==> config.mk <==
export PLATFORM = sky130hd
export DESIGN_NAME = retire_unit_flat
export DESIGN_NICKNAME = d
export VERILOG_FILES = /design/src/rtl/retire_unit_pkg.sv /design/src/rtl/retire_unit_if.sv /design/src/rtl/retire_unit_select.sv /design/src/rtl/retire_unit.sv /design/src/flat_wrapper.sv
export SDC_FILE = /design/constraint.sdc
export NUM_CORES = 1
export LEC_CHECK = 0
export ABC_AREA = 0
export CAP_MARGIN = 20
export CORE_AREA = 4 4 280 282
export CTS_BUF_LIST = sky130_fd_sc_hd__clkbuf_16
export DETAILED_ROUTE_END_ITERATION = 10
export DIE_AREA = 0 0 284 286
export MAX_ROUTING_LAYER = met4
export PLACE_DENSITY = 0.47
export SLEW_MARGIN = 0
export SYNTH_ARGS = -nofsm -noshare
export SYNTH_HDL_FRONTEND = slang
export SYNTH_SLANG_ARGS = --single-unit
==> constraint.sdc <==
create_clock -name clock -period 7.55 [get_ports clock]
set_input_delay 1.51 -clock clock [delete_from_list [all_inputs] [get_ports clock]]
set_output_delay 1.51 -clock clock [all_outputs]
set_load 0.01 [all_outputs]
==> src/rtl/retire_unit_pkg.sv <==
// ============================================================================
// retire_unit_pkg : shared types and sizes for the in-order commit stage
// Rev 1.0
// ============================================================================
`default_nettype none

package retire_unit_pkg;

   localparam int N_LANES           = 4;
   localparam int ARCH_REG_COUNT    = 32;
   localparam int PHYS_REG_SZ_R10K  = 64;
   localparam int ROB_SZ            = 32;
   localparam int ADDR_W            = 32;
   localparam int ARCH_AR_W         = $clog2(ARCH_REG_COUNT);
   localparam int PHYS_PR_W         = (PHYS_REG_SZ_R10K > 1) ? $clog2(PHYS_REG_SZ_R10K) : 1;
   localparam int ROB_IDX_W         = $clog2(ROB_SZ);

   typedef logic [ROB_IDX_W-1:0] rob_idx_t;
   typedef logic [ADDR_W-1:0]    addr_t;

   typedef struct packed {
      logic                  complete;
      logic                  has_dest;
      logic [ARCH_AR_W-1:0]  dest_ar;
      logic [PHYS_PR_W-1:0]  Tnew;
      logic [PHYS_PR_W-1:0]  Told;
      logic                  is_store;
      logic                  halt;
      logic                  pred_taken;
      logic                  branch_taken;
      addr_t                 pred_target;
      addr_t                 branch_target;
      addr_t                 pc;
      rob_idx_t              rob_idx;
   } rob_entry_t;

   typedef enum logic [1:0] {
      NORMAL  = 2'd0,
      RECOVER = 2'd1,
      HALTED  = 2'd2
   } retire_state_e;

   typedef enum logic [2:0] {
      STOP_NONE       = 3'd0,
      STOP_INCOMPLETE = 3'd1,
      STOP_STORE      = 3'd2,
      STOP_MISPRED    = 3'd3,
      STOP_HALT       = 3'd4
   } stop_reason_e;

   function automatic logic is_mispredict(input rob_entry_t e);
      return (e.pred_taken != e.branch_taken) ||
             (e.branch_taken && (e.pred_target != e.branch_target));
   endfunction

endpackage

`default_nettype wire

==> src/rtl/retire_unit_if.sv <==
// ============================================================================
// retire_unit_if : head window, store handshake and commit-side outputs
// Rev 1.0
// ============================================================================
`default_nettype none

interface retire_unit_if #(
   parameter int N   = retire_unit_pkg::N_LANES,
   parameter int ARW = retire_unit_pkg::ARCH_AR_W,
   parameter int PRW = retire_unit_pkg::PHYS_PR_W,
   parameter int CW  = $clog2(N + 1)
);
   import retire_unit_pkg::*;

   rob_entry_t [N-1:0]          head_entries;
   logic [N-1:0]                head_valids;
   logic                        sq_ready;
   logic [CW-1:0]               retire_count;
   logic [N-1:0]                Arch_Retire_EN;
   logic [N-1:0][ARW-1:0]       Arch_Retire_AR;
   logic [N-1:0][PRW-1:0]       Arch_Tnew_in;
   logic [N-1:0]                FL_RetireEN;
   logic [N-1:0][PRW-1:0]       FL_RetireReg;
   logic [N-1:0]                sq_commit_en;
   logic                        rob_mispredict;
   logic                        BPRecoverEN;
   rob_idx_t                    rob_mispred_idx;
   addr_t                       redirect_pc;
   logic                        halted;
   logic [63:0]                 retired_insts;
   logic [31:0]                 mispred_cnt;

   modport master (
      input  head_entries, head_valids, sq_ready,
      output retire_count, Arch_Retire_EN, Arch_Retire_AR, Arch_Tnew_in,
             FL_RetireEN, FL_RetireReg, sq_commit_en, rob_mispredict,
             BPRecoverEN, rob_mispred_idx, redirect_pc, halted,
             retired_insts, mispred_cnt
   );

   modport slave (
      output head_entries, head_valids, sq_ready,
      input  retire_count, Arch_Retire_EN, Arch_Retire_AR, Arch_Tnew_in,
             FL_RetireEN, FL_RetireReg, sq_commit_en, rob_mispredict,
             BPRecoverEN, rob_mispred_idx, redirect_pc, halted,
             retired_insts, mispred_cnt
   );

endinterface

`default_nettype wire

==> src/rtl/retire_unit_select.sv <==
// ============================================================================
// retire_unit_select : oldest-first walk of the head window -> take mask
// Rev 1.0
// ============================================================================
`default_nettype none

module retire_unit_select
   import retire_unit_pkg::*;
#(
   parameter int N      = N_LANES,
   parameter int MAX_ST = 1,
   parameter int LW     = (N > 1) ? $clog2(N) : 1
) (
   input  logic               enable,
   input  rob_entry_t [N-1:0] entries,
   input  logic [N-1:0]       valids,
   input  logic               sq_ready,
   output logic [N-1:0]       take,
   output stop_reason_e       stop_reason,
   output logic [LW-1:0]      stop_lane
);

   always_comb begin
      int   n_st;
      logic done;
      take        = '0;
      stop_reason = STOP_NONE;
      stop_lane   = '0;
      n_st        = 0;
      done        = 1'b0;
      // Lane N-1 is oldest; invalid lanes are holes and do not end the walk.
      for (int i = N - 1; i >= 0; i--) begin
         if (enable && !done && valids[i]) begin
            if (!entries[i].complete) begin
               done        = 1'b1;
               stop_reason = STOP_INCOMPLETE;
               stop_lane   = LW'(i);
            end else if (entries[i].is_store && ((n_st >= MAX_ST) || !sq_ready)) begin
               done        = 1'b1;
               stop_reason = STOP_STORE;
               stop_lane   = LW'(i);
            end else begin
               take[i] = 1'b1;
               if (entries[i].is_store) begin
                  n_st = n_st + 1;
               end
               if (is_mispredict(entries[i])) begin
                  done        = 1'b1;
                  stop_reason = STOP_MISPRED;
                  stop_lane   = LW'(i);
               end else if (entries[i].halt) begin
                  done        = 1'b1;
                  stop_reason = STOP_HALT;
                  stop_lane   = LW'(i);
               end
            end
         end
      end
   end

endmodule

`default_nettype wire

==> src/rtl/retire_unit.sv <==
// ============================================================================
// retire_unit : in-order commit stage with recovery FSM and perf counters
// Rev 1.0
// ============================================================================
`default_nettype none

module retire_unit
   import retire_unit_pkg::*;
#(
   parameter int N              = N_LANES,
   parameter int ARCH_COUNT     = ARCH_REG_COUNT,
   parameter int PHYS_REGS      = PHYS_REG_SZ_R10K,
   parameter int MAX_ST         = 1,
   parameter int RECOVER_CYCLES = 2
) (
   input  logic          clock,
   input  logic          reset,
   retire_unit_if.master rif
);

   localparam int ARW = $clog2(ARCH_COUNT);
   localparam int PRW = (PHYS_REGS > 1) ? $clog2(PHYS_REGS) : 1;
   localparam int CW  = $clog2(N + 1);
   localparam int LW  = (N > 1) ? $clog2(N) : 1;
   localparam int RCW = (RECOVER_CYCLES > 1) ? $clog2(RECOVER_CYCLES + 1) : 1;

   retire_state_e  state_q, state_d;
   logic [RCW-1:0] rec_cnt_q, rec_cnt_d;
   logic           pulse_q, pulse_d;
   rob_idx_t       idx_q, idx_d;
   addr_t          redirect_q, redirect_d;
   logic           halted_q, halted_d;
   logic [63:0]    retired_q, retired_d;
   logic [31:0]    mcnt_q, mcnt_d;

   logic [N-1:0]   take;
   stop_reason_e   stop_reason;
   logic [LW-1:0]  stop_lane;
   logic [CW-1:0]  count;
   rob_entry_t     stop_entry;
   logic           mispred_take;
   logic           halt_take;

   // Holding reset low also forces every combinational commit output to 0.
   retire_unit_select #(
      .N      (N),
      .MAX_ST (MAX_ST),
      .LW     (LW)
   ) u_select (
      .enable      (reset && (state_q == NORMAL)),
      .entries     (rif.head_entries),
      .valids      (rif.head_valids),
      .sq_ready    (rif.sq_ready),
      .take        (take),
      .stop_reason (stop_reason),
      .stop_lane   (stop_lane)
   );

   assign stop_entry   = rif.head_entries[stop_lane];
   assign mispred_take = (stop_reason == STOP_MISPRED);
   assign halt_take    = (stop_reason == STOP_HALT);

   always_comb begin
      rif.Arch_Retire_EN = '0;
      rif.Arch_Retire_AR = '0;
      rif.Arch_Tnew_in   = '0;
      rif.FL_RetireEN    = '0;
      rif.FL_RetireReg   = '0;
      rif.sq_commit_en   = '0;
      count              = '0;
      for (int i = 0; i < N; i++) begin
         count = count + CW'(take[i]);
         if (take[i] && rif.head_entries[i].has_dest) begin
            rif.Arch_Retire_EN[i] = 1'b1;
            rif.Arch_Retire_AR[i] = ARW'(rif.head_entries[i].dest_ar);
            rif.Arch_Tnew_in[i]   = PRW'(rif.head_entries[i].Tnew);
            // Architectural r0 never owns a physical register worth freeing.
            if (rif.head_entries[i].dest_ar != '0) begin
               rif.FL_RetireEN[i]  = 1'b1;
               rif.FL_RetireReg[i] = PRW'(rif.head_entries[i].Told);
            end
         end
         if (take[i] && rif.head_entries[i].is_store) begin
            rif.sq_commit_en[i] = 1'b1;
         end
      end
   end

   assign rif.retire_count = count;

   always_comb begin
      state_d    = state_q;
      rec_cnt_d  = rec_cnt_q;
      pulse_d    = 1'b0;
      idx_d      = idx_q;
      redirect_d = redirect_q;
      halted_d   = halted_q;
      retired_d  = retired_q + 64'(count);
      mcnt_d     = mcnt_q + {31'd0, mispred_take};
      case (state_q)
         NORMAL: begin
            if (mispred_take) begin
               state_d    = RECOVER;
               rec_cnt_d  = RCW'(RECOVER_CYCLES - 1);
               pulse_d    = 1'b1;
               idx_d      = stop_entry.rob_idx;
               redirect_d = stop_entry.branch_taken ? stop_entry.branch_target
                                                    : stop_entry.pc + 32'd4;
            end else if (halt_take) begin
               state_d  = HALTED;
               halted_d = 1'b1;
            end
         end
         RECOVER: begin
            if (rec_cnt_q == '0) begin
               state_d = NORMAL;
            end else begin
               rec_cnt_d = rec_cnt_q - 1'b1;
            end
         end
         HALTED:  state_d = HALTED;
         default: state_d = NORMAL;
      endcase
   end

   always_ff @(posedge clock or negedge reset) begin
      if (!reset) begin
         state_q    <= NORMAL;
         rec_cnt_q  <= '0;
         pulse_q    <= 1'b0;
         idx_q      <= '0;
         redirect_q <= '0;
         halted_q   <= 1'b0;
         retired_q  <= '0;
         mcnt_q     <= '0;
      end else begin
         state_q    <= state_d;
         rec_cnt_q  <= rec_cnt_d;
         pulse_q    <= pulse_d;
         idx_q      <= idx_d;
         redirect_q <= redirect_d;
         halted_q   <= halted_d;
         retired_q  <= retired_d;
         mcnt_q     <= mcnt_d;
      end
   end

   assign rif.rob_mispredict  = pulse_q;
   assign rif.BPRecoverEN     = pulse_q;
   assign rif.rob_mispred_idx = idx_q;
   assign rif.redirect_pc     = redirect_q;
   assign rif.halted          = halted_q;
   assign rif.retired_insts   = retired_q;
   assign rif.mispred_cnt     = mcnt_q;

endmodule

`default_nettype wire

==> src/flat_wrapper.sv <==
// flat-port wrapper written by rule: the top's interface ports become plain ports
module retire_unit_flat import retire_unit_pkg::*;
#(
   parameter int N              = N_LANES,
   parameter int ARCH_COUNT     = ARCH_REG_COUNT,
   parameter int PHYS_REGS      = PHYS_REG_SZ_R10K,
   parameter int MAX_ST         = 1,
   parameter int RECOVER_CYCLES = 2
)
  (clock, reset, rif_head_entries, rif_head_valids, rif_sq_ready, rif_retire_count, rif_Arch_Retire_EN, rif_Arch_Retire_AR, rif_Arch_Tnew_in, rif_FL_RetireEN, rif_FL_RetireReg, rif_sq_commit_en, rif_rob_mispredict, rif_BPRecoverEN, rif_rob_mispred_idx, rif_redirect_pc, rif_halted, rif_retired_insts, rif_mispred_cnt);
  retire_unit_if #(.N(N), .ARW((5)), .PRW((6)), .CW(($clog2(N + 1)))) rif_i ();
  input  logic clock;
  input  logic reset;
  input wire logic [$bits(rif_i.head_entries)-1:0] rif_head_entries;
  input wire logic [$bits(rif_i.head_valids)-1:0] rif_head_valids;
  input wire logic [$bits(rif_i.sq_ready)-1:0] rif_sq_ready;
  output wire logic [$bits(rif_i.retire_count)-1:0] rif_retire_count;
  output wire logic [$bits(rif_i.Arch_Retire_EN)-1:0] rif_Arch_Retire_EN;
  output wire logic [$bits(rif_i.Arch_Retire_AR)-1:0] rif_Arch_Retire_AR;
  output wire logic [$bits(rif_i.Arch_Tnew_in)-1:0] rif_Arch_Tnew_in;
  output wire logic [$bits(rif_i.FL_RetireEN)-1:0] rif_FL_RetireEN;
  output wire logic [$bits(rif_i.FL_RetireReg)-1:0] rif_FL_RetireReg;
  output wire logic [$bits(rif_i.sq_commit_en)-1:0] rif_sq_commit_en;
  output wire logic [$bits(rif_i.rob_mispredict)-1:0] rif_rob_mispredict;
  output wire logic [$bits(rif_i.BPRecoverEN)-1:0] rif_BPRecoverEN;
  output wire logic [$bits(rif_i.rob_mispred_idx)-1:0] rif_rob_mispred_idx;
  output wire logic [$bits(rif_i.redirect_pc)-1:0] rif_redirect_pc;
  output wire logic [$bits(rif_i.halted)-1:0] rif_halted;
  output wire logic [$bits(rif_i.retired_insts)-1:0] rif_retired_insts;
  output wire logic [$bits(rif_i.mispred_cnt)-1:0] rif_mispred_cnt;
  assign rif_i.head_entries = rif_head_entries;
  assign rif_i.head_valids = rif_head_valids;
  assign rif_i.sq_ready = rif_sq_ready;
  assign rif_retire_count = rif_i.retire_count;
  assign rif_Arch_Retire_EN = rif_i.Arch_Retire_EN;
  assign rif_Arch_Retire_AR = rif_i.Arch_Retire_AR;
  assign rif_Arch_Tnew_in = rif_i.Arch_Tnew_in;
  assign rif_FL_RetireEN = rif_i.FL_RetireEN;
  assign rif_FL_RetireReg = rif_i.FL_RetireReg;
  assign rif_sq_commit_en = rif_i.sq_commit_en;
  assign rif_rob_mispredict = rif_i.rob_mispredict;
  assign rif_BPRecoverEN = rif_i.BPRecoverEN;
  assign rif_rob_mispred_idx = rif_i.rob_mispred_idx;
  assign rif_redirect_pc = rif_i.redirect_pc;
  assign rif_halted = rif_i.halted;
  assign rif_retired_insts = rif_i.retired_insts;
  assign rif_mispred_cnt = rif_i.mispred_cnt;
  retire_unit #(.N(N), .ARCH_COUNT(ARCH_COUNT), .PHYS_REGS(PHYS_REGS), .MAX_ST(MAX_ST), .RECOVER_CYCLES(RECOVER_CYCLES)) u_core (.clock(clock), .reset(reset), .rif(rif_i));
endmodule
==> flow_metrics.tcl, run 1 <==
set metrics [dict create \
    io_pins 722 \
    io_buffers 721 \
    htreeDepth 4 \
    die_width_microns 284 \
    synth_commonest_cells "255 x nand2_1, 139 x dfrtp_1, 125 x nand3_1, 113 x xnor2_1, 109 x xor2_1" \
    endpoint_type "primary output" \
    ys_ff_latch 139 \
    syn-instance-count 1479 \
    error "[ERROR DRT-0255] Maze Route cannot find path of net rif_head_entries[237] in worker of routeBox ( 241500 144900 ) ( 284000 193200 )." \
    clock_path_buffers 2 \
    finalWeightedCongestion 0.983 \
    yosysMostFrequentCell "nand2_1" \
    yosys-top-cells-area "dfrtp_1 30%, xnor2_1 8.4%, nand2_1 8.1%" \
    postSynthAreaPerCell_sq_um 7.95 \
    seq_area_frac_synth 0.296 \
    synth_flop_cell "dfrtp_1" \
    grt_pass1_vias 15656 \
    clock_sinks 139 \
    grt_worst_setup_endpoint "rif_FL_RetireReg[4]" \
    synth_top_area_share 0.296 \
    grt_max_degree 141 \
    grt_pass1_wl_microns 114000 \
    synth_nets 1996 \
    status "aborted with a tool error" \
    synthArstFlopShare 1.00 \
    hpwlAfterDp_microns 71600 \
    haltStage "5_2_route" \
    yosysWarningCount 0 \
    track_usage 0.200 \
    grt.overflow.total 0 \
    synth_area_sq_um 11800 \
    pre_cts_ws_ns -0.502 \
    root_buffer "clkbuf_16" \
    cts_buffers 17 \
    grt_antenna_before_repair 20 \
    yosysUniqueCellTypes 78 \
    start_util 0.155 \
    rows 101 \
    yosysTopAreaCell "dfrtp_1" \
    postCtsHoldBufs 0 \
    synth-edff-count 0 \
    die_y_microns 286 \
]
through the flow:
| stage | instances | utilization | cell area, sq um |
|---|---|---|---|
| floorplan | 1479 | - | 11900 |
| global placement | 3302 | 0.286 | 21600 |
| detailed placement | 3302 | 0.286 | 21600 |
| CTS | 3337 | 0.294 | 22300 |
| global route | 3359 | 0.297 | 22500 |
metal layers:
metal  GRT usage
met1       0.205
met2       0.382
met4      0.0581
met3      0.0453
met5           -
repair_timing:
item                                    in CTS  in global routing
endpoints found under the hold margin        0                  0
resized for setup                            9                 40
pin swaps                                    6                 20
buffers inserted                             3                  9
endpoints found under the setup margin      17                 27
logic make-up after synthesis:
| group | Yosys count | share of synthesized area |
|---|---|---|
| buffers and inverters | 120 | 0.0445 |
| AOI/OAI and AO/OA | 206 | 0.125 |
| and+or+nand+nor | 752 | 0.330 |
| adders and majority gates | 14 | 0.0162 |
| xor gates and xnor gates | 222 | 0.165 |
| muxes | 26 | 0.0234 |
| DFF | 139 | 0.296 |
==> run 2: changes to the inputs <==
--- a/config.mk
+++ b/config.mk
@@ -8,11 +8,9 @@
 export ABC_AREA = 0
 export CAP_MARGIN = 20
 export CORE_AREA = 4 4 280 282
-export CTS_BUF_LIST = sky130_fd_sc_hd__clkbuf_16
 export DETAILED_ROUTE_END_ITERATION = 10
 export DIE_AREA = 0 0 284 286
-export MAX_ROUTING_LAYER = met4
-export PLACE_DENSITY = 0.47
+export PLACE_DENSITY_LB_ADDON = 0.15
 export SLEW_MARGIN = 0
 export SYNTH_ARGS = -nofsm -noshare
 export SYNTH_HDL_FRONTEND = slang
==> run 2 against run 1 <==
Compared with the run above:
- the flow now finishes without violations
- synthesized area stayed put
- synthesized cell count stayed put
- global-route usage shrank 0.58 points
==> flow_metrics.tcl, run 2 <==
set metrics [dict create \
    hp-start "u_core.rif.retired_insts[63]" \
    postPlaceCellArea_sq_um 21700 \
    synth_commonest_cells "255 x nand2_1, 139 x dfrtp_1, 125 x nand3_1, 113 x xnor2_1, 109 x xor2_1" \
    r2r-start "u_core.state_q[1]" \
    hpwlAfterDp_microns 70500 \
    synth_area_sq_um 11800 \
    detail-route-antenna-nets 0 \
    clock_path_buffers 2 \
    slew_headroom 0.262 \
    grt_pass1_vias 15715 \
    r2r_slack_ns 1.63 \
    yosysMostFrequentCell "nand2_1" \
    synth_top_family_by_area "simple AND/OR/NAND/NOR gates" \
    yosysTopAreaCell "dfrtp_1" \
    synth_xor_area_frac 0.165 \
    arrival_ns 5.82 \
    io_buffers 721 \
    root_buffer "clkbuf_16" \
    rows 101 \
    fin_area_sq_um 22800 \
    die_y_microns 286 \
    grt_pass1_wl_microns 115000 \
    finalSetupViolations 0 \
    path_common_cell "buf_4" \
    p_leak_nw 9.76 \
    cts_buffers 17 \
    cp-start-kind "input pin" \
    grt_max_degree 141 \
    grt_antenna_before_repair 18 \
    grt.overflow.total 0 \
    largest_register_ff_count 64 \
    synth_top_area_share 0.296 \
    rr_endpoint "u_core.rif.retired_insts[62]" \
    io_pins 722 \
    tns_ns 0 \
    postSynthAreaPerCell_sq_um 7.95 \
    final-max-slew-violation-count 0 \
    yosys-top-cells-area "dfrtp_1 30%, xnor2_1 8.4%, nand2_1 8.1%" \
    path_clk_slew_ns 0.07 \
    syn-instance-count 1479 \
    firstDrtPassIters 5 \
    clock.fmax_ghz 0.136 \
    critPathSlowestCell "or4_4" \
    drc 0 \
    synth-compound-area-share 0.125 \
    finalCritPeriodShare 0.971 \
    min_period_ns 7.33 \
    drive_gt1_frac 0.153 \
    hold_viol_final 0 \
    wl_microns 81700 \
    synthArstFlopShare 1.00 \
    status "finished clean" \
    rr_worst_depth 34 \
    htreeDepth 4 \
    hold_depth 1 \
    ys_ff_latch 139 \
    regArea_sq_um 3480 \
    cts_tree "done" \
    finish.net_count 2898 \
    critPathCaptureType "output port" \
    finalWeightedCongestion 0.895 \
    synth-edff-count 0 \
    total_power_mw 4.41 \
    max_slew.worst_pin.slew_ns 1.10 \
    powerDensity_nw_per_um2 194 \
    multi_input_area_sq_um 8100 \
    drv_cap 0 \
    clk_latency_ns 0.46 \
    synth.area.mux_share 0.0234 \
    hold_class "reg2reg" \
    drtIter0Drc 870 \
    routedWlPerCell_microns 24.1 \
    seq_area_frac_synth 0.296 \
    hold_end "u_core.rif.retired_insts[63]" \
    path_cells "dlygate4sd2_1 > xnor2_2 > buf_4 > nand4_1 > or4_4 > or4_4 > a21oi_4 > a21boi_2 > ha_2 > nor2_2 > nand3_1 > o211ai_1 > nor2b_4 > ha_4 > inv_2 > fa_1 > inv_2 > buf_4 > buf_4 > buf_4" \
    yosysUniqueCellTypes 78 \
    area_delta_synth_final_pct 93.8 \
    start_util 0.155 \
    skew_ns 0.0152 \
    final_cell_mix "660 x clkdlybuf4s50_1, 253 x nand2_1, 221 x buf_4, 139 x dfrtp_1, 124 x nand3_1" \
    clock_sinks 139 \
    final_common_cell "clkdlybuf4s50_1" \
    viasPerCell 4.34 \
    critPathMaxStageDelay_ns 0.66 \
    synth_nets 1996 \
    max-vdd-ir-drop_mv 0.110 \
    die_width_microns 284 \
    path_class "in2out" \
    coreArea_sq_um 75700 \
    fillCellCount 8069 \
    synth_flop_cell "dfrtp_1" \
    track_usage 0.195 \
    synthAdderAreaFrac 0.0162 \
    synth_simple_gate_area_frac 0.330 \
    crit_required_ns 6.04 \
    dieArea_sq_um 81200 \
    crit_fanout 3 \
    vias 14720 \
    yosysWarningCount 0 \
]
[run 2: cell counts after synthesis]
Identical to the previous run, type by type.
[run 2: cell families after synthesis]
logic type | after synthesis
flops | 139
xor+xnor | 222
buf+inv | 120
fa+ha+maj | 14
mux | 26
simple gates | 752
compound gates | 206
[run 2: worst max-delay path, delay by kind of cell]
family | cells | cell delay [ns]
AOI/OAI and AO/OA | 3 | 0.56
adders and majority gates | 3 | 0.92
buffers and inverters | 7 | 0.90
xor gates and xnor gates | 1 | 0.12
and+or+nand+nor | 6 | 1.78
[run 2: how the worst max path moves through the flow]
stage / from / endpoint / cells past startpoint
floorplan: rif_head_entries[446] / u_core.rif.retired_insts[62] / 33
global placement: rif_head_entries[436] / u_core.rif.retired_insts[62] / 34
detailed placement: rif_head_entries[436] / u_core.rif.retired_insts[62] / 34
CTS: rif_head_entries[466] / rif_Arch_Tnew_in[0] / 19
global route: rif_head_entries[453] / u_core.rif.retired_insts[62] / 34
finish: rif_head_entries[414] / rif_retire_count[0] / 20
[run 2: routing by layer]
layer	routed length, microns	up-vias	global-route usage
met5	49	-	0
met1	31400	7051	0.216
li1	-	7033	-
met4	1970	8	0.0517
met3	6040	72	0.0550
met2	42300	556	0.364
[run 2: cell type report]
type,instances,share of cell area
clock inverters,14,0.00807
clock buffers,17,0.0187
flip-flops and latches,139,0.153
multi-input cells,1220,0.356
well taps,978,0.0537
diodes,17,0.00187
repair buffers,952,0.401
inverters,51,0.00840
[run 2: power breakdown]
group	internal, mW	total [mW]	leakage [nW]	switching (mW)
Sequential	0.878	0.969	1.82	0.0904
Clock	0.525	0.916	0.297	0.391
Combinational	1.19	2.53	7.64	1.34
[run 2: what timing repair did]
item | CTS | global route
setup endpoints to repair | 36 | 43
resized for setup | 42 | 72
pin swaps | 18 | 28
hold buffers | 0 | 0
setup buffers | 15 | 5
[run 2: stage by stage]
step            util  hold slack, ns  setup slack [ns]  instances
2_1_floorplan      -           0.440          -0.00266       1479
3_3_place_gp   0.287           0.454            -0.572       3321
3_5_place_dp   0.287           0.462            -0.694       3321
4_1_cts        0.297           0.472            0.0331       3366
5_1_grt        0.301           0.498           -0.0277       3377
6_report       0.301           0.469             0.222       3388
No activity file was read; power rests on OpenSTA's default activity.
==> run 3: changes to the inputs <==
--- a/config.mk
+++ b/config.mk
@@ -7,10 +7,11 @@
 export LEC_CHECK = 0
 export ABC_AREA = 0
 export CAP_MARGIN = 20
-export CORE_AREA = 4 4 280 282
+export CORE_AREA = 4 4 281 283
 export DETAILED_ROUTE_END_ITERATION = 10
-export DIE_AREA = 0 0 284 286
+export DIE_AREA = 0 0 285 287
 export PLACE_DENSITY_LB_ADDON = 0.15
+export SETUP_SLACK_MARGIN = 0.2
 export SLEW_MARGIN = 0
 export SYNTH_ARGS = -nofsm -noshare
 export SYNTH_HDL_FRONTEND = slang
==> constraint.sdc (replaced) <==
create_clock -name clock -period 9.4 [get_ports clock]
set_input_delay 1.88 -clock clock [delete_from_list [all_inputs] [get_ports clock]]
set_output_delay 1.88 -clock clock [all_outputs]
set_load 0.01 [all_outputs]
==> run 3 against run 2 <==
Compared with the run above:
- clock power is 23% lower
- sequential power shrank 20%
- clock-buffer cell count stayed put
- cell area shrank 7.2%
- power decreased by 26%
- final cell count fell by 3.6%
- routed wire length down 2.8%
- largest power group unchanged
- highest routed layer unchanged
==> flow_metrics.tcl, run 3 (synthesis gave the netlist of run 2 again) <==
set metrics [dict create \
    status "finished clean" \
    routedWlPerCell_microns 24.3 \
    tns_ns 0 \
    cts_tree "done" \
    path_cells "clkdlybuf4s50_1 > a222oi_1 > nand4_1 > nor4_2 > buf_4 > nor2_4 > o21ai_0 > a21boi_2 > ha_1 > nand4_1 > nor3_1 > nand3_1 > o211ai_1 > nor2b_1 > ha_1 > inv_1 > fa_1 > inv_1 > ha_1 > clkdlybuf4s50_1" \
    clk_latency_ns 0.47 \
    largest_register_ff_count 64 \
    path_buf_inv 5 \
    r2r-start "u_core.state_q[1]" \
    finalCritPeriodShare 0.938 \
    viasPerCell 4.31 \
    path_clk_slew_ns 0.07 \
    hp-start "u_core.rif.retired_insts[63]" \
    powerDensity_nw_per_um2 155 \
    crit_fanout 9 \
    grt_pass1_wl_microns 109000 \
    grt_max_degree 141 \
    p_leak_nw 8.41 \
    vias 14087 \
    fillCellCount 8297 \
    rsz0062_at_grt "false" \
    drv_cap 0 \
    final_common_cell "clkdlybuf4s50_1" \
    finish.net_count 2724 \
    dieArea_sq_um 81800 \
    critPathCaptureType "output port" \
    die_y_microns 287 \
    rr_worst_depth 29 \
    io_buffers 721 \
    hold_depth 1 \
    crit_required_ns 7.52 \
    hold_class "reg2reg" \
    track_usage 0.186 \
    rr_endpoint "u_core.rif.retired_insts[58]" \
    critPathTopFamily "buffers and inverters" \
    start_util 0.153 \
    cp-start-kind "input pin" \
    io_pins 722 \
    r2r_slack_ns 2.60 \
    skew_ns 0.0113 \
    clock_path_buffers 2 \
    coreArea_sq_um 76700 \
    slew_headroom 0.359 \
    grt_pass1_vias 14821 \
    postPlaceCellArea_sq_um 20500 \
    htreeDepth 4 \
    finalSetupViolations 0 \
    root_buffer "clkbuf_16" \
    detail-route-antenna-nets 0 \
    wl_microns 79500 \
    hpwlAfterDp_microns 68200 \
    clock_sinks 139 \
    max_slew.worst_pin.slew_ns 0.953 \
    grt.overflow.total 0 \
    fin_ws_ns 0.586 \
    clock.fmax_ghz 0.113 \
    drtIter0Drc 628 \
    critPathMaxStageDelay_ns 0.57 \
    pre_cts_ws_ns 0.178 \
    fin_area_sq_um 21100 \
    firstDrtPassIters 6 \
    rows 102 \
    max-vdd-ir-drop_mv 0.118 \
    min_period_ns 8.81 \
    final_cell_mix "720 x clkdlybuf4s50_1, 255 x nand2_1, 139 x dfrtp_1, 125 x nand3_1, 110 x xnor2_1" \
    hold_viol_final 0 \
    die_width_microns 285 \
    drc 0 \
    area_delta_synth_final_pct 79.9 \
    path_common_cell "ha_1" \
    critPathSlowestCell "clkdlybuf4s50_1" \
    arrival_ns 6.93 \
    path_class "in2out" \
    cts_buffers 17 \
    drive_gt1_frac 0.0653 \
    final-max-slew-violation-count 0 \
    hold_end "u_core.rif.retired_insts[63]" \
    finalWeightedCongestion 0.936 \
    grt_antenna_before_repair 15 \
]
## run 3: layer usage
metal | track usage | share of wire | vias up | wire length, microns
met5 | 0 | 0.0016 | - | 127
met2 | 0.352 | 0.53 | 521 | 41700
met1 | 0.204 | 0.39 | 6797 | 30800
met4 | 0.0494 | 0.021 | 18 | 1630
li1 | - | - | 6682 | -
met3 | 0.0504 | 0.065 | 69 | 5140
## run 3: through the flow
step                      utilization  total power [mW]  std cells  hold slack (ns)
after floorplan                     -              1.57       1479            0.440
after global placement          0.267              2.62       3227            0.450
after detailed placement        0.267              2.62       3228            0.457
after CTS                       0.275              3.36       3260            0.471
after global routing            0.276              3.48       3262            0.486
final                           0.276              3.28       3265            0.471
## run 3: power by group
group / switching (mW) / total (mW) / internal (mW)
clock: 0.350 / 0.707 / 0.357
combinational: 1.03 / 1.79 / 0.762
sequential: 0.0743 / 0.780 / 0.705
## run 3: what timing repair did
action,in CTS,in global routing
resized for setup,0,6
hold buffers,0,0
setup buffers,0,0
endpoints found under the setup margin,0,9
## run 3: worst max path at each step
stage / startpoint / end / cells past startpoint
after floorplan: rif_head_entries[472] / u_core.rif.retired_insts[62] / 33
after global placement: rif_head_entries[410] / u_core.rif.retired_insts[62] / 33
after detailed placement: rif_head_entries[424] / u_core.rif.retired_insts[62] / 33
after CTS: rif_head_entries[424] / rif_retire_count[1] / 21
after global routing: rif_head_entries[424] / rif_retire_count[1] / 21
final: rif_head_entries[418] / rif_retire_count[1] / 20
## run 3: area by class of cell
cell class / count / area (sq um) / share of cell area
sequential: 139 / 3480 / 0.165
multi-input combinational: 1220 / 7880 / 0.373
clock inverter: 15 / 176 / 0.00834
timing repair buffer: 778 / 7680 / 0.363
antenna: 5 / 12.5 / 0.000592
clock buffer: 17 / 425 / 0.0201
tap: 1040 / 1300 / 0.0615
inverter: 51 / 191 / 0.00905
==> run 4: changes to the inputs <==
--- a/config.mk
+++ b/config.mk
@@ -10,8 +10,8 @@
 export CORE_AREA = 4 4 281 283
 export DETAILED_ROUTE_END_ITERATION = 10
 export DIE_AREA = 0 0 285 287
-export PLACE_DENSITY_LB_ADDON = 0.15
-export SETUP_SLACK_MARGIN = 0.2
+export PLACE_DENSITY = 0.48
+export SETUP_SLACK_MARGIN = 0.1
 export SLEW_MARGIN = 0
 export SYNTH_ARGS = -nofsm -noshare
 export SYNTH_HDL_FRONTEND = slang
==> run 4 against run 3 <==
Compared with the run above:
- hold slack worse by 0.00088 ns
- register-to-register slack improved by 0.09 ns
- clock-buffer cell count grew 1
- sequential cell count is the same
- clock skew up 0.0019 ns
- first-iteration DRC count rose by 27%
- clock power fell by 6.4%
- cell area fell by 0.53%
- routed wire length increased by 0.75%
- largest power group unchanged
==> flow_metrics.tcl, run 4 (synthesis gave the netlist of run 2 again) <==
set metrics [dict create \
    viasPerCell 4.36 \
    multi_input_area_sq_um 7860 \
    finalSetupViolations 0 \
    p_leak_nw 8.37 \
    crit_fanout 3 \
    firstDrtPassIters 5 \
    postCtsHoldBufs 0 \
    cts_buffers 17 \
    rows 102 \
    max-vdd-ir-drop_mv 0.101 \
    dp.cells 3225 \
    grt_antenna_before_repair 17 \
    hold_end "u_core.rif.retired_insts[63]" \
    io_pins 722 \
    routedWlPerCell_microns 24.5 \
    clock_path_buffers 2 \
    critPathTopFamily "simple AND/OR/NAND/NOR gates" \
    r2r_slack_ns 2.69 \
    regArea_sq_um 3480 \
    min_period_ns 8.80 \
    cp-start-kind "input pin" \
    critPathCaptureType "output port" \
    max_slew.worst_pin.slew_ns 0.894 \
    r2r-start "u_core.state_q[1]" \
    hold_class "reg2reg" \
    postPlaceCellArea_sq_um 20400 \
    grt_pass1_vias 14593 \
    fin_ws_ns 0.605 \
    critPathMaxStageDelay_ns 0.63 \
    fin_area_sq_um 21000 \
    finish.net_count 2722 \
    fillCellCount 8309 \
    dieArea_sq_um 81800 \
    critPathSlowestCell "clkdlybuf4s50_1" \
    clk_latency_ns 0.47 \
    rsz0062_at_grt "false" \
    final_cells 3262 \
    grt_max_degree 76 \
    arrival_ns 6.92 \
    drive_gt1_frac 0.0618 \
    die_width_microns 285 \
    area_delta_synth_final_pct 78.9 \
    path_cells "clkdlybuf4s50_1 > xnor2_1 > nand2_1 > or4_4 > nor4_4 > nor2_4 > o21ai_0 > a21boi_0 > ha_1 > nand4_1 > nor3_1 > nand3_1 > o211ai_1 > nor2b_1 > ha_1 > inv_1 > fa_1 > inv_1 > ha_1 > clkdlybuf4s50_1" \
    hold_slack_ns 0.470 \
    start_util 0.153 \
    path_common_cell "ha_1" \
    status "finished clean" \
    path_buf_inv 4 \
    slew_headroom 0.399 \
    cts_tree "done" \
    pre_cts_ws_ns 0.252 \
    tns_ns 0 \
    grt.overflow.total 0 \
    grt_pass1_wl_microns 110000 \
    drtIter0Drc 796 \
    final_common_cell "clkdlybuf4s50_1" \
    root_buffer "clkbuf_16" \
    finalWeightedCongestion 0.928 \
    vias 14225 \
    hp-start "u_core.rif.retired_insts[63]" \
    rr_worst_depth 29 \
    clock_sinks 139 \
    drv_cap 0 \
    hpwlAfterDp_microns 69000 \
    powerDensity_nw_per_um2 153 \
    track_usage 0.188 \
    hold_viol_final 0 \
    largest_register_ff_count 64 \
    rr_endpoint "u_core.rif.retired_insts[62]" \
    detail-route-antenna-nets 0 \
    coreArea_sq_um 76700 \
    wl_microns 80000 \
    io_buffers 721 \
    path_clk_slew_ns 0.06 \
    skew_ns 0.0133 \
    crit_required_ns 7.52 \
    clock.fmax_ghz 0.114 \
    htreeDepth 4 \
    path_class "in2out" \
    drc 0 \
    total_power_mw 3.22 \
    finalCritPeriodShare 0.936 \
    hold_depth 1 \
    final_cell_mix "720 x clkdlybuf4s50_1, 255 x nand2_1, 139 x dfrtp_1, 125 x nand3_1, 113 x xnor2_1" \
    final_util 0.274 \
    final-max-slew-violation-count 0 \
    die_y_microns 287 \
]
==> run 4: cell type report <==
| type | count | area share |
|---|---|---|
| multi-input cells | 1220 | 0.373 |
| repair buffers | 776 | 0.363 |
| flip-flops and latches | 139 | 0.165 |
| well taps | 1040 | 0.0619 |
| clock buffers | 18 | 0.0204 |
| inverters | 51 | 0.00910 |
| clock inverters | 14 | 0.00589 |
| diodes | 4 | 0.000476 |
==> run 4: power by group <==
part	leakage, nW	internal (mW)	switching [mW]	total, mW
Sequential	1.82	0.706	0.0738	0.779
Clock	0.268	0.347	0.315	0.662
Combinational	6.28	0.743	1.03	1.78
==> run 4: how the worst max path moves through the flow <==
stage | startpoint | to | slack (ns) | depth (start not counted)
final | rif_head_entries[440] | rif_retire_count[1] | 0.60 | 20
after global placement | rif_head_entries[426] | rif_retire_count[1] | 0.34 | 20
after global routing | rif_head_entries[436] | rif_retire_count[1] | 0.11 | 20
after CTS | rif_head_entries[426] | rif_retire_count[1] | 0.24 | 21
after detailed placement | rif_head_entries[426] | rif_retire_count[1] | 0.25 | 21
after floorplan | rif_head_entries[472] | u_core.rif.retired_insts[62] | 0.66 | 33
==> run 4: what timing repair did <==
item / CTS / global route
endpoints found under the setup margin: 0 / 12
buffers inserted: 0 / 1
resized for setup: 0 / 2
==> run 4: layer usage <==
metal | vias up | GRT usage | share of wire
met5 | - | 0 | 0.0015
met4 | 18 | 0.0475 | 0.022
met3 | 79 | 0.0547 | 0.084
met2 | 589 | 0.323 | 0.49
met1 | 6867 | 0.231 | 0.41
li1 | 6672 | - | -
